File: src/rtl/router_credit_buf.sv
// router_credit_buf: single-hop wormhole router cell with an input flit FIFO,
// credit-based downstream flow control and a local ejection port.
// Flit layout (index 0 is the MSB): [0] head, [1] tail, [2 +: ADDR_W] destination.
module router_credit_buf #(
  parameter int FLIT_W  = 68,
  parameter int ADDR_W  = 4,
  parameter int DEPTH   = 4,
  parameter int CREDITS = 4
) (
  input  logic              clk,
  input  logic              reset,
  input  logic [ADDR_W-1:0] ROUTER_ADDRESS,
  input  logic [0:FLIT_W-1] CHANNEL_IN_IP,
  input  logic              CHANNEL_IN_VALID,
  output logic              FLOW_CTRL_OUT_IP,
  output logic [0:FLIT_W-1] CHANNEL_OUT_OP,
  output logic              CHANNEL_OUT_VALID,
  input  logic              FLOW_CTRL_IN_OP,
  output logic [0:FLIT_W-1] LOCAL_OUT,
  output logic              LOCAL_OUT_VALID,
  input  logic              LOCAL_OUT_READY,
  output logic              ERROR
);

  localparam int IDX_W = $clog2(DEPTH);
  localparam int PTR_W = IDX_W + 1;
  localparam int CNT_W = $clog2(CREDITS) + 1;

  typedef enum logic [1:0] {
    S_IDLE  = 2'd0,
    S_FWD   = 2'd1,
    S_EJECT = 2'd2
  } state_t;

  state_t r_state;
  state_t w_state_nxt;

  // Input FIFO storage and pointers (extra MSB distinguishes full from empty)
  logic [0:FLIT_W-1] r_mem [DEPTH];
  logic [PTR_W-1:0]  r_wr_ptr;
  logic [PTR_W-1:0]  r_rd_ptr;

  logic [CNT_W-1:0]  r_credit;
  logic [0:FLIT_W-1] r_chan_op;
  logic              r_chan_valid;
  logic [0:FLIT_W-1] r_local;
  logic              r_local_valid;
  logic              r_fc_out;
  logic              r_error;

  logic              w_empty;
  logic              w_full;
  logic [0:FLIT_W-1] w_head_flit;
  logic              w_is_head;
  logic              w_is_tail;
  logic [ADDR_W-1:0] w_dest;
  logic              w_dest_local;
  logic              w_credit_ok;
  logic              w_local_ok;
  logic              w_push;
  logic              w_overflow;
  logic              w_pop;
  logic              w_fwd;
  logic              w_eject;
  logic              w_discard;
  logic              w_credit_over;

  assign w_empty = (r_wr_ptr == r_rd_ptr);
  assign w_full  = (r_wr_ptr[PTR_W-1] != r_rd_ptr[PTR_W-1]) &&
                   (r_wr_ptr[IDX_W-1:0] == r_rd_ptr[IDX_W-1:0]);

  assign w_head_flit  = r_mem[r_rd_ptr[IDX_W-1:0]];
  assign w_is_head    = w_head_flit[0];
  assign w_is_tail    = w_head_flit[1];
  assign w_dest       = w_head_flit[2 +: ADDR_W];
  assign w_dest_local = (w_dest == ROUTER_ADDRESS);

  assign w_credit_ok = (r_credit != '0);
  // Local register can take a new flit if empty or drained this cycle
  assign w_local_ok  = !r_local_valid || LOCAL_OUT_READY;

  // Fullness is judged before this cycle's pop: a full FIFO drops the flit
  assign w_push     = CHANNEL_IN_VALID && !w_full;
  assign w_overflow = CHANNEL_IN_VALID && w_full;

  assign w_credit_over = FLOW_CTRL_IN_OP && !w_fwd &&
                         (r_credit == CNT_W'(CREDITS));

  // FSM state register
  always_ff @(posedge clk) begin
    if (reset) begin
      r_state <= S_IDLE;
    end else begin
      r_state <= w_state_nxt;
    end
  end

  // Routing decision and pop control; in IDLE the head flit is routed and
  // popped in the same cycle, so a single-flit packet never leaves IDLE
  always_comb begin
    w_state_nxt = r_state;
    w_pop       = 1'b0;
    w_fwd       = 1'b0;
    w_eject     = 1'b0;
    w_discard   = 1'b0;
    case (r_state)
      S_IDLE: begin
        if (!w_empty) begin
          if (!w_is_head) begin
            w_pop     = 1'b1;
            w_discard = 1'b1;
          end else if (w_dest_local) begin
            if (w_local_ok) begin
              w_pop   = 1'b1;
              w_eject = 1'b1;
              if (!w_is_tail) w_state_nxt = S_EJECT;
            end
          end else if (w_credit_ok) begin
            w_pop = 1'b1;
            w_fwd = 1'b1;
            if (!w_is_tail) w_state_nxt = S_FWD;
          end
        end
      end
      S_FWD: begin
        if (!w_empty && w_credit_ok) begin
          w_pop = 1'b1;
          w_fwd = 1'b1;
          if (w_is_tail) w_state_nxt = S_IDLE;
        end
      end
      S_EJECT: begin
        if (!w_empty && w_local_ok) begin
          w_pop   = 1'b1;
          w_eject = 1'b1;
          if (w_is_tail) w_state_nxt = S_IDLE;
        end
      end
      default: begin
        w_state_nxt = S_IDLE;
      end
    endcase
  end

  // FIFO pointer update
  always_ff @(posedge clk) begin
    if (reset) begin
      r_wr_ptr <= '0;
      r_rd_ptr <= '0;
    end else begin
      if (w_push) r_wr_ptr <= r_wr_ptr + PTR_W'(1);
      if (w_pop)  r_rd_ptr <= r_rd_ptr + PTR_W'(1);
    end
  end

  // FIFO storage write; contents are don't-care until pointed to
  always_ff @(posedge clk) begin
    if (!reset && w_push) begin
      r_mem[r_wr_ptr[IDX_W-1:0]] <= CHANNEL_IN_IP;
    end
  end

  // Channel output register: valid pulses once per forward, data holds
  always_ff @(posedge clk) begin
    if (reset) begin
      r_chan_op    <= '0;
      r_chan_valid <= 1'b0;
    end else begin
      r_chan_valid <= w_fwd;
      if (w_fwd) r_chan_op <= w_head_flit;
    end
  end

  // Local ejection register held until the sink handshakes
  always_ff @(posedge clk) begin
    if (reset) begin
      r_local       <= '0;
      r_local_valid <= 1'b0;
    end else if (w_eject) begin
      r_local       <= w_head_flit;
      r_local_valid <= 1'b1;
    end else if (r_local_valid && LOCAL_OUT_READY) begin
      r_local_valid <= 1'b0;
    end
  end

  // Downstream credit counter; simultaneous spend and return cancel out
  always_ff @(posedge clk) begin
    if (reset) begin
      r_credit <= CNT_W'(CREDITS);
    end else if (w_fwd && !FLOW_CTRL_IN_OP) begin
      r_credit <= r_credit - CNT_W'(1);
    end else if (FLOW_CTRL_IN_OP && !w_fwd && !w_credit_over) begin
      r_credit <= r_credit + CNT_W'(1);
    end
  end

  // Credit return to upstream: one pulse per popped flit, discarded ones too
  always_ff @(posedge clk) begin
    if (reset) begin
      r_fc_out <= 1'b0;
    end else begin
      r_fc_out <= w_pop;
    end
  end

  // Sticky protocol error: overflow, orphan body flit, or excess credit
  always_ff @(posedge clk) begin
    if (reset) begin
      r_error <= 1'b0;
    end else if (w_overflow || w_discard || w_credit_over) begin
      r_error <= 1'b1;
    end
  end

  assign FLOW_CTRL_OUT_IP  = r_fc_out;
  assign CHANNEL_OUT_OP    = r_chan_op;
  assign CHANNEL_OUT_VALID = r_chan_valid;
  assign LOCAL_OUT         = r_local;
  assign LOCAL_OUT_VALID   = r_local_valid;
  assign ERROR             = r_error;

endmodule

File: config.mk
export PLATFORM = sky130hd
export DESIGN_NAME = router_credit_buf
export DESIGN_NICKNAME = d
export VERILOG_FILES = /design/src/rtl/router_credit_buf.sv
export SDC_FILE = /design/constraint.sdc
export NUM_CORES = 1
export LEC_CHECK = 0
export BUFFER_PORTS_ARGS = -buffer_cell sky130_fd_sc_hd__buf_4
export CAP_MARGIN = 20
export CORE_MARGIN = 2
export CORE_UTILIZATION = 57
export CTS_CLUSTER_DIAMETER = 200
export DETAILED_ROUTE_END_ITERATION = 10
export MAX_ROUTING_LAYER = met4
export PLACE_DENSITY_LB_ADDON = 0.08
export RECOVER_POWER = 25
export SYNTH_ARGS = -nofsm -noshare
export SYNTH_HDL_FRONTEND = slang
export SYNTH_SLANG_ARGS = --single-unit
export TNS_END_PERCENT = 10
File: constraint.sdc
create_clock -name clk -period 4.1 [get_ports clk]
set_input_delay 0.615 -clock clk [delete_from_list [all_inputs] [get_ports clk]]
set_output_delay 0.615 -clock clk [all_outputs]
set_load 0.05 [all_outputs]
After elaboration in Yosys (flattened, before gate mapping)
Memory sizes are Yosys's and may differ from the RTL's. A register that Yosys moved wholly into a read port is not among the register bits.
Cells that the tools add are included.
W data, S select, Z words.
{"block": "word_totals", "output_inout_bits": 140, "mem_count": 1, "wordCells": 93, "input_bits": 77, "ram_bits": 272, "reg_bits": 151}
{"name": "r_mem", "depth": 4, "width": 68, "rd": 1, "rd_ports_with_merged_regs": 1, "write_ports": 1, "line_no": "39", "rtl": "logic [0:FLIT_W-1] r_mem [DEPTH];"}
{"block": "op_classes", "muxes": 38, "n_eq_ne": 14, "addsub": 4, "reduce_logical": 26}
{"op": "$mux W2", "n": 12}
{"op": "$mux W1", "n": 20}
{"op": "$logic_and A1 B1 Y1", "n": 11}
{"op": "$ne A2 B2 Y1 const B", "n": 5}
{"op": "$add A3 B1 Y3 const B", "n": 3}
{"op": "$logic_not A1 Y1", "n": 7}
{"op": "$reduce_and A7 Y1", "n": 1}
{"op": "$mux W3", "n": 2}
{"op": "$ne A3 B3 Y1 const B", "n": 2}
{"op": "$pmux W2 S3", "n": 1}
{"op": "$eq A4 B4 Y1", "n": 1}
{"op": "$pmux W1 S2", "n": 2}
{"op": "$reduce_bool A2 Y1", "n": 2}
{"op": "$eq A3 B3 Y1", "n": 1}
{"op": "$eq A3 B3 Y1 const B", "n": 1}
{"op": "$logic_or A1 B1 Y1", "n": 3}
{"op": "$pmux W1 S3", "n": 1}
{"op": "$reduce_bool A3 Y1", "n": 1}
{"op": "$sub A3 B1 Y3 const B", "n": 1}
{"op": "$eq A2 B1 Y1 const B", "n": 1}
{"op": "$eq A2 B2 Y1", "n": 1}
{"op": "$eq A2 B2 Y1 const B", "n": 1}
{"op": "$logic_not A2 Y1", "n": 1}
{"op": "$ne A1 B1 Y1", "n": 1}

Longest topological paths before layout
Gate-level depths: netlist of the first run.
{"block": "logic_depth", "word_depth": 13, "depth_mapped": 11, "depth_no_buf": 10}

Worst setup path before layout of the first run
No wires, ideal clock.
{"block": "synth_path", "path_kind": "input-to-reg", "from": "input port reset", "to": "memory r_mem[0][0] (netlist name) (enable)", "path_slack_ns": 0.880, "arrival_time_ns": 2.786, "required_ns": 3.666, "setup_time_ns": 0.434, "n_path_buf": 2, "cell_stages": 4, "cell_sequence": "clkbuf_1 -> clkbuf_1 -> nor2_1 -> and2_1"}
{"block": "synth_via", "elab_chain_len": 4}
{"item": "start, declared", "line_no": "11", "rtl": "input logic reset,"}
{"item": "$logic_not A1 Y1", "line_no": "158", "rtl": "if (!reset && w_push) begin"}
{"item": "$logic_and A1 B1 Y1", "line_no": "158"}
{"item": "$mux W1", "line_no": "158"}
{"item": "$mux W1 (not written as such)", "line_no": "159", "rtl": "r_mem[r_wr_ptr[IDX_W-1:0]] <= CHANNEL_IN_IP;"}
{"item": "end, declared", "line_no": "39"}
No other way between the ends.

==> qor.yml, run 1 <==
pre_cts_ws_ns: 1.07
cts_root_buf: "clkbuf_16"
period_minus_slack_ns: 3.04
ys_types: 46
finalMaxSlewViolations: 0
switching_share_pct: 36.7
power_density_nw_per_um2: 749
synth.avg_cell_area_um2: 14.7
cp_max_fo: 66
io_pins: 217
finClkSkew_ns: 0.0124
synth_area_um2: 15900
die_h_um: 171
holdCritStartpoint: "CHANNEL_IN_IP[40]"
end_kind: "flop"
cts_tree: "yes"
io_buffer_count: 216
fmax_mhz: 329
cp-start-kind: "flop"
yosys_warnings: 0
ff2ff_path_depth: 8
cts_buffers: 42
arrival_ns: 3.49
drive_above_1_share_pct: 23.9
yosysTopAreaCellShare_pct: 51.3
placeableCoreArea_um2: 27600
cts_hold_buf: 0
grt_start_max_net_pins: 97
cts_sinks: 425
cap_violations: 0
synth_top_area_cell: "edfxtp_1"
clkPwrFrac_pct: 26.0
finalSetupTns_ns: 0
slew_headroom_pct: 44.0
drtPass1Iterations: 4
die_area_um2: 29300
p_seq_share_pct: 38.2
p_int_mw: 9.07
ys_seq_area_share_pct: 70.5
whs_path_depth: 1
drt-initial-drc-count: 630
synth_area_leaders: "edfxtp_1 51%, dfxtp_1 19%, mux4_2 9.6%, nand2_1 6.5%, mux2i_1 4.5%"
dp_hpwl_um: 20400
synth-main-ff-cell: "edfxtp_1"
yosysMostFrequentCell: "nand2_1"
grt_pass1_wl_um: 51500
start_util_pct: 57.6
ys_top_cells_by_count: "277 x nand2_1, 272 x edfxtp_1, 153 x dfxtp_1, 71 x mux2i_1, 69 x a21oi_1"
crit_type: "flop to flop"
num_vias: 9431
post_dp_cell_area_um2: 18000
cts_buffer_depth: 3
whs_endpoint: "r_mem[2][27]"
syn_inst: 1085
clk_latency_ns: 0.53
antenna_found_initial: 0
fp-row-count: 61
cts_setup_buffers: 0
ir_worst_vdd_mv: 0.463
combPwrFrac_pct: 35.7
rrSetupSlack_ns: 1.06
postSynth.asyncResetShare_pct: 0
postRouteAntennaNets: 0
route.detailed.drc: 0
setup_viol: 0
wirelength_um: 33600
r2r_end: "CHANNEL_OUT_OP[1]"
power_switching_mw: 5.26
leakagePower_nw: 7.23
post-route-period-util_pct: 74.2
status: "complete, no violations"
crit_required_ns: 4.55
rsz0062_at_grt: "no"
gp_congestion: 0.866
die_x_um: 171
cts_max_level: 2
gr-usage-all-layers_pct: 23.8
fin_ws_ns: 1.06
final_nets: 1385
ys_ff_latch: 425
grt_pass1_vias: 9290
gr-total-overflow: 0
synth_edf_count: 272
worstMarginPinSlew_ns: 0.840
hold_class: "input port to flop"
diodes: 0
path_clk_slew_ns: 0.06
final_area_um2: 19100
wl_per_cell_um: 19.7
cts_resized: 0
hold_violations: 0
syn_to_final_growth_pct: 20.0
synth_fp_nets: 1172
via_per_inst: 5.52
==> worst max path at each step <==
stage	from	to	depth (start not counted)
global placement	flop	CHANNEL_OUT_OP[1]	7
global route	flop	CHANNEL_OUT_OP[1]	8
CTS	flop	LOCAL_OUT[42]	7
finish	flop	CHANNEL_OUT_OP[1]	8
detailed placement	flop	LOCAL_OUT[42]	7
floorplan	reset	r_mem[0][0]	4
==> layout by cell type (no fill, tap or decap), types with 3 or more instances in the layout <==
| master | n |
|---|---|
| inv_1 | 10 |
| clkinv_1 | 6 |
| nor3b_1 | 4 |
| and2_4 | 4 |
| nor2_1 | 20 |
| xnor2_2 | 4 |
| ha_1 | 9 |
| nand2_1 | 277 |
| edfxtp_1 | 272 |
| xor2_1 | 5 |
| clkbuf_16 | 43 |
| mux2i_1 | 71 |
| nand3_1 | 4 |
| bufinv_16 | 4 |
| o21ai_0 | 4 |
| dfxtp_1 | 151 |
| nor3_1 | 6 |
| clkinv_2 | 8 |
| buf_4 | 168 |
| mux2_2 | 3 |
| clkbuf_1 | 70 |
| mux4_2 | 68 |
| a21oi_1 | 69 |
| nand4_1 | 3 |
| buf_12 | 7 |
| nand2b_1 | 3 |
==> power groups by stage <==
stage	registers, mW	clock network, mW	logic [mW]
2_1_floorplan	6.83	0	2.37
3_3_place_gp	5.54	0	5.12
3_5_place_dp	5.56	0	5.17
4_1_cts	5.48	3.81	5.20
5_1_grt	5.54	3.97	5.50
6_report	5.47	3.73	5.12
==> kinds of logic (layout without fill, tap and decap cells) <==
kind of cell / after synthesis / count (layout) / synth area share [%]
xor gates and xnor gates: 10 / 10 / 0.738
buffers and inverters: 73 / 319 / 1.97
and+or+nand+nor: 330 / 330 / 8.30
DFF: 425 / 425 / 70.5
AOI/OAI and AO/OA: 95 / 95 / 3.36
muxes: 142 / 142 / 14.3
adders and majority gates: 10 / 10 / 0.833
==> per-stage QoR <==
step	cells	hold slack, ns	power, mW	utilization (%)
2_1_floorplan	1085	0.498	9.19	-
3_3_place_gp	1632	0.444	10.7	65.1
3_5_place_dp	1632	0.447	10.7	65.1
4_1_cts	1709	0.261	14.5	69.9
5_1_grt	1709	0.287	15.0	69.2
6_report	1709	0.293	14.3	69.2
==> critical path: stages (launching register included) <==
cell	delay (ns)
dfxtp_4	0.42
buf_4	0.42
mux4_2	0.35
nand2_1	0.10
a41oi_1	0.37
o21a_4	0.18
buf_4	0.67
nand2_1	0.26
a21oi_1	0.18
==> metal layers <==
metal | routed length, µm | up-vias | share of wire, % | track usage [%]
met5 | 0 | - | 0 | -
met4 | 500 | 0 | 1.5 | 5.38
met3 | 1920 | 41 | 5.7 | 4.44
met2 | 16700 | 275 | 50 | 38.7
met1 | 14500 | 4725 | 43 | 31.8
li1 | - | 4390 | - | -
==> cell type report <==
cell class	count	area, µm²
sequential	425	11200
fill	2015	8510
multi-input combinational	587	4410
timing repair buffer	231	1610
clock buffer	58	1140
tap	378	473
clock inverter	19	191
inverter	11	43.8
==> flip-flops by register name, indices dropped and copies added, names as in the netlist, named ones only <==
register           flops
CHANNEL_OUT_OP        68
CHANNEL_OUT_VALID      1
ERROR                  1
FLOW_CTRL_OUT_IP       1
LOCAL_OUT             68
LOCAL_OUT_VALID        1
r_credit               3
r_mem                272
r_rd_ptr               3
r_state                2
r_wr_ptr               3
No activity file was read; power rests on OpenSTA's default activity.
==> run 2: changes to the inputs <==
clock period = 2.9 ns   (was 4.1 ns; I/O delays follow)
==> qor.yml, run 2 (same netlist as run 1, synthesis figures left out) <==
layout_common_cells: "277 x nand2_1, 272 x edfxtp_1, 174 x buf_4"
antenna_found_initial: 1  # +1
gp_congestion: 0.837  # -3.4%
gr-total-overflow: 0  # unchanged
cp_max_fo: 7  # -89%
grt_pass1_wl_um: 50800  # -1.3%
drtPass1Iterations: 5  # +1
cts_buffers: 43  # +2.4%
cap_violations: 0  # unchanged
switching_share_pct: 36.2  # -0.47 points
path_clk_slew_ns: 0.06  # about the same
leakagePower_nw: 7.33  # +1.5%
period_minus_slack_ns: 2.73  # -0.314 ns
io_buffer_count: 216  # unchanged
end_kind: "flop"
cp_cell_sequence: "mux4_2, xnor2_2, a41oi_1, o21a_4, nand2_1, fa_1, nor3b_1, mux2i_1, o311a_1"
placeableCoreArea_um2: 27600  # unchanged
combPwrFrac_pct: 35.8  # about the same
final_core_util_pct: 69.9  # +0.75 points
power_switching_mw: 7.44  # +42%
num_vias: 9361  # -0.74%
arrival_ns: 3.14  # -0.35 ns
final_nets: 1399  # +1.0%
power_density_nw_per_um2: 1060  # +42%
cts_setup_buffers: 0  # unchanged
crit_path_max_incr_delay_ns: 0.57  # -0.10 ns
die_x_um: 171  # unchanged
setup_viol: 0  # unchanged
grt_use_met3_pct: 4.72  # +0.28 points
postRouteAntennaNets: 0  # unchanged
post-route-period-util_pct: 94.1  # +20 points
ir_worst_vdd_mv: 0.736  # +59%
start_util_pct: 57.6  # unchanged
route.detailed.drc: 0  # unchanged
clk_latency_ns: 0.53  # about the same
drt-initial-drc-count: 655  # +4.0%
pre_cts_ws_ns: 0.177  # -0.890 ns
wirelength_um: 33200  # -1.2%
finalMaxSlewViolations: 0  # unchanged
largest_reg_flops: 272  # unchanged
crit_type: "flop to flop"
worstMarginPinSlew_ns: 0.758  # -0.0823 ns
cts_resized: 0  # unchanged
finalSetupTns_ns: 0  # unchanged
busiest_layer: "met2"
cp-start-kind: "flop"
gr-usage-all-layers_pct: 23.5  # -0.37 points
fmax_mhz: 366  # +12%
hold_class: "input port to flop"
grt_start_max_net_pins: 69  # -29%
die_area_um2: 29300  # unchanged
cts_buffer_depth: 3  # unchanged
die_h_um: 171  # unchanged
status: "complete, no violations"
dp_hpwl_um: 20900  # +2.6%
cts_tree: "yes"
crit_required_ns: 3.31  # -1.24 ns
io_pins: 217  # unchanged
fp-row-count: 61  # unchanged
gr-usage-met1_pct: 30.9  # -0.90 points
grtUsageMet2_pct: 37.9  # -0.81 points
layout_commonest_cell: "nand2_1"
grt_pass1_vias: 9296  # +0.065%
cts_max_level: 2  # unchanged
cts_sinks: 425  # unchanged
rsz0062_at_grt: "no"
slew_headroom_pct: 49.0  # +5.1 points
p_int_mw: 13.1  # +44%
fin_ws_ns: 0.171  # -0.886 ns
via_per_inst: 5.43  # -1.5%
cts_root_buf: "clkbuf_16"
finClkSkew_ns: 0.00954  # -0.00289 ns
hold_violations: 0  # unchanged
cp_slowest_cell: "mux4_2"
drive_above_1_share_pct: 25.0  # +1.1 points
syn_to_final_growth_pct: 21.3
clkPwrFrac_pct: 26.5  # +0.5 points
wl_per_cell_um: 19.3  # -2.0%
cts_hold_buf: 0  # unchanged
p_seq_share_pct: 37.7  # -0.5 points
run 2: metrics by stage:
stage / instances / hold WS, ns / power, mW / instance area, µm²
CTS: 1722 / 0.0890 / 20.8 / 19500
floorplan: 1085 / 0.498 / 13.0 / 15900
global route: 1723 / 0.104 / 21.5 / 19300
global placement: 1645 / 0.443 / 15.2 / 18100
finish: 1723 / 0.110 / 20.5 / 19300
detailed placement: 1645 / 0.448 / 15.3 / 18100
run 2: power groups by stage:
| stage | registers, mW | clock network, mW | logic (mW) |
|---|---|---|---|
| floorplan | 9.65 | 0 | 3.35 |
| CTS | 7.74 | 5.55 | 7.48 |
| global placement | 7.83 | 0 | 7.38 |
| global route | 7.81 | 5.80 | 7.93 |
| detailed placement | 7.86 | 0 | 7.47 |
| finish | 7.73 | 5.44 | 7.36 |
run 2: area by class of cell:
cell class / count / area (µm²)
multi-input combinational: 587 / 4410
antenna: 1 / 2.50
tap: 378 / 473
fill: 1967 / 8310
clock buffer: 61 / 1260
sequential: 425 / 11200
timing repair buffer: 244 / 1730
inverter: 11 / 43.8
clock inverter: 16 / 161
run 2: worst paths after layout:
path,startpoint,end,slack (ns),cells past startpoint
worst max register to register,flop,r_credit[2],0.17,9
worst max-delay path,flop,r_credit[2],0.17,9
worst min-delay path,CHANNEL_IN_IP[35],r_mem[2][32],0.11,1
worst min register to register,CHANNEL_OUT_OP[51],CHANNEL_OUT_OP[51],0.45,2
run 2: layer usage:
metal	part of all wire [%]	up-vias
li1	-	4414
met1	43	4646
met2	49	247
met3	6.0	54
met4	2.2	0
met5	0	-
run 2: worst max-delay path: cells and delay by family (launching register included):
family	cells	cell delay (ns)
flip-flops	1	0.41
AO/OA/AOI/OAI	3	0.61
adder cells (fa/ha/maj)	1	0.43
XOR/XNOR	1	0.19
multiplexers	2	0.67
AND/OR/NAND/NOR	2	0.32
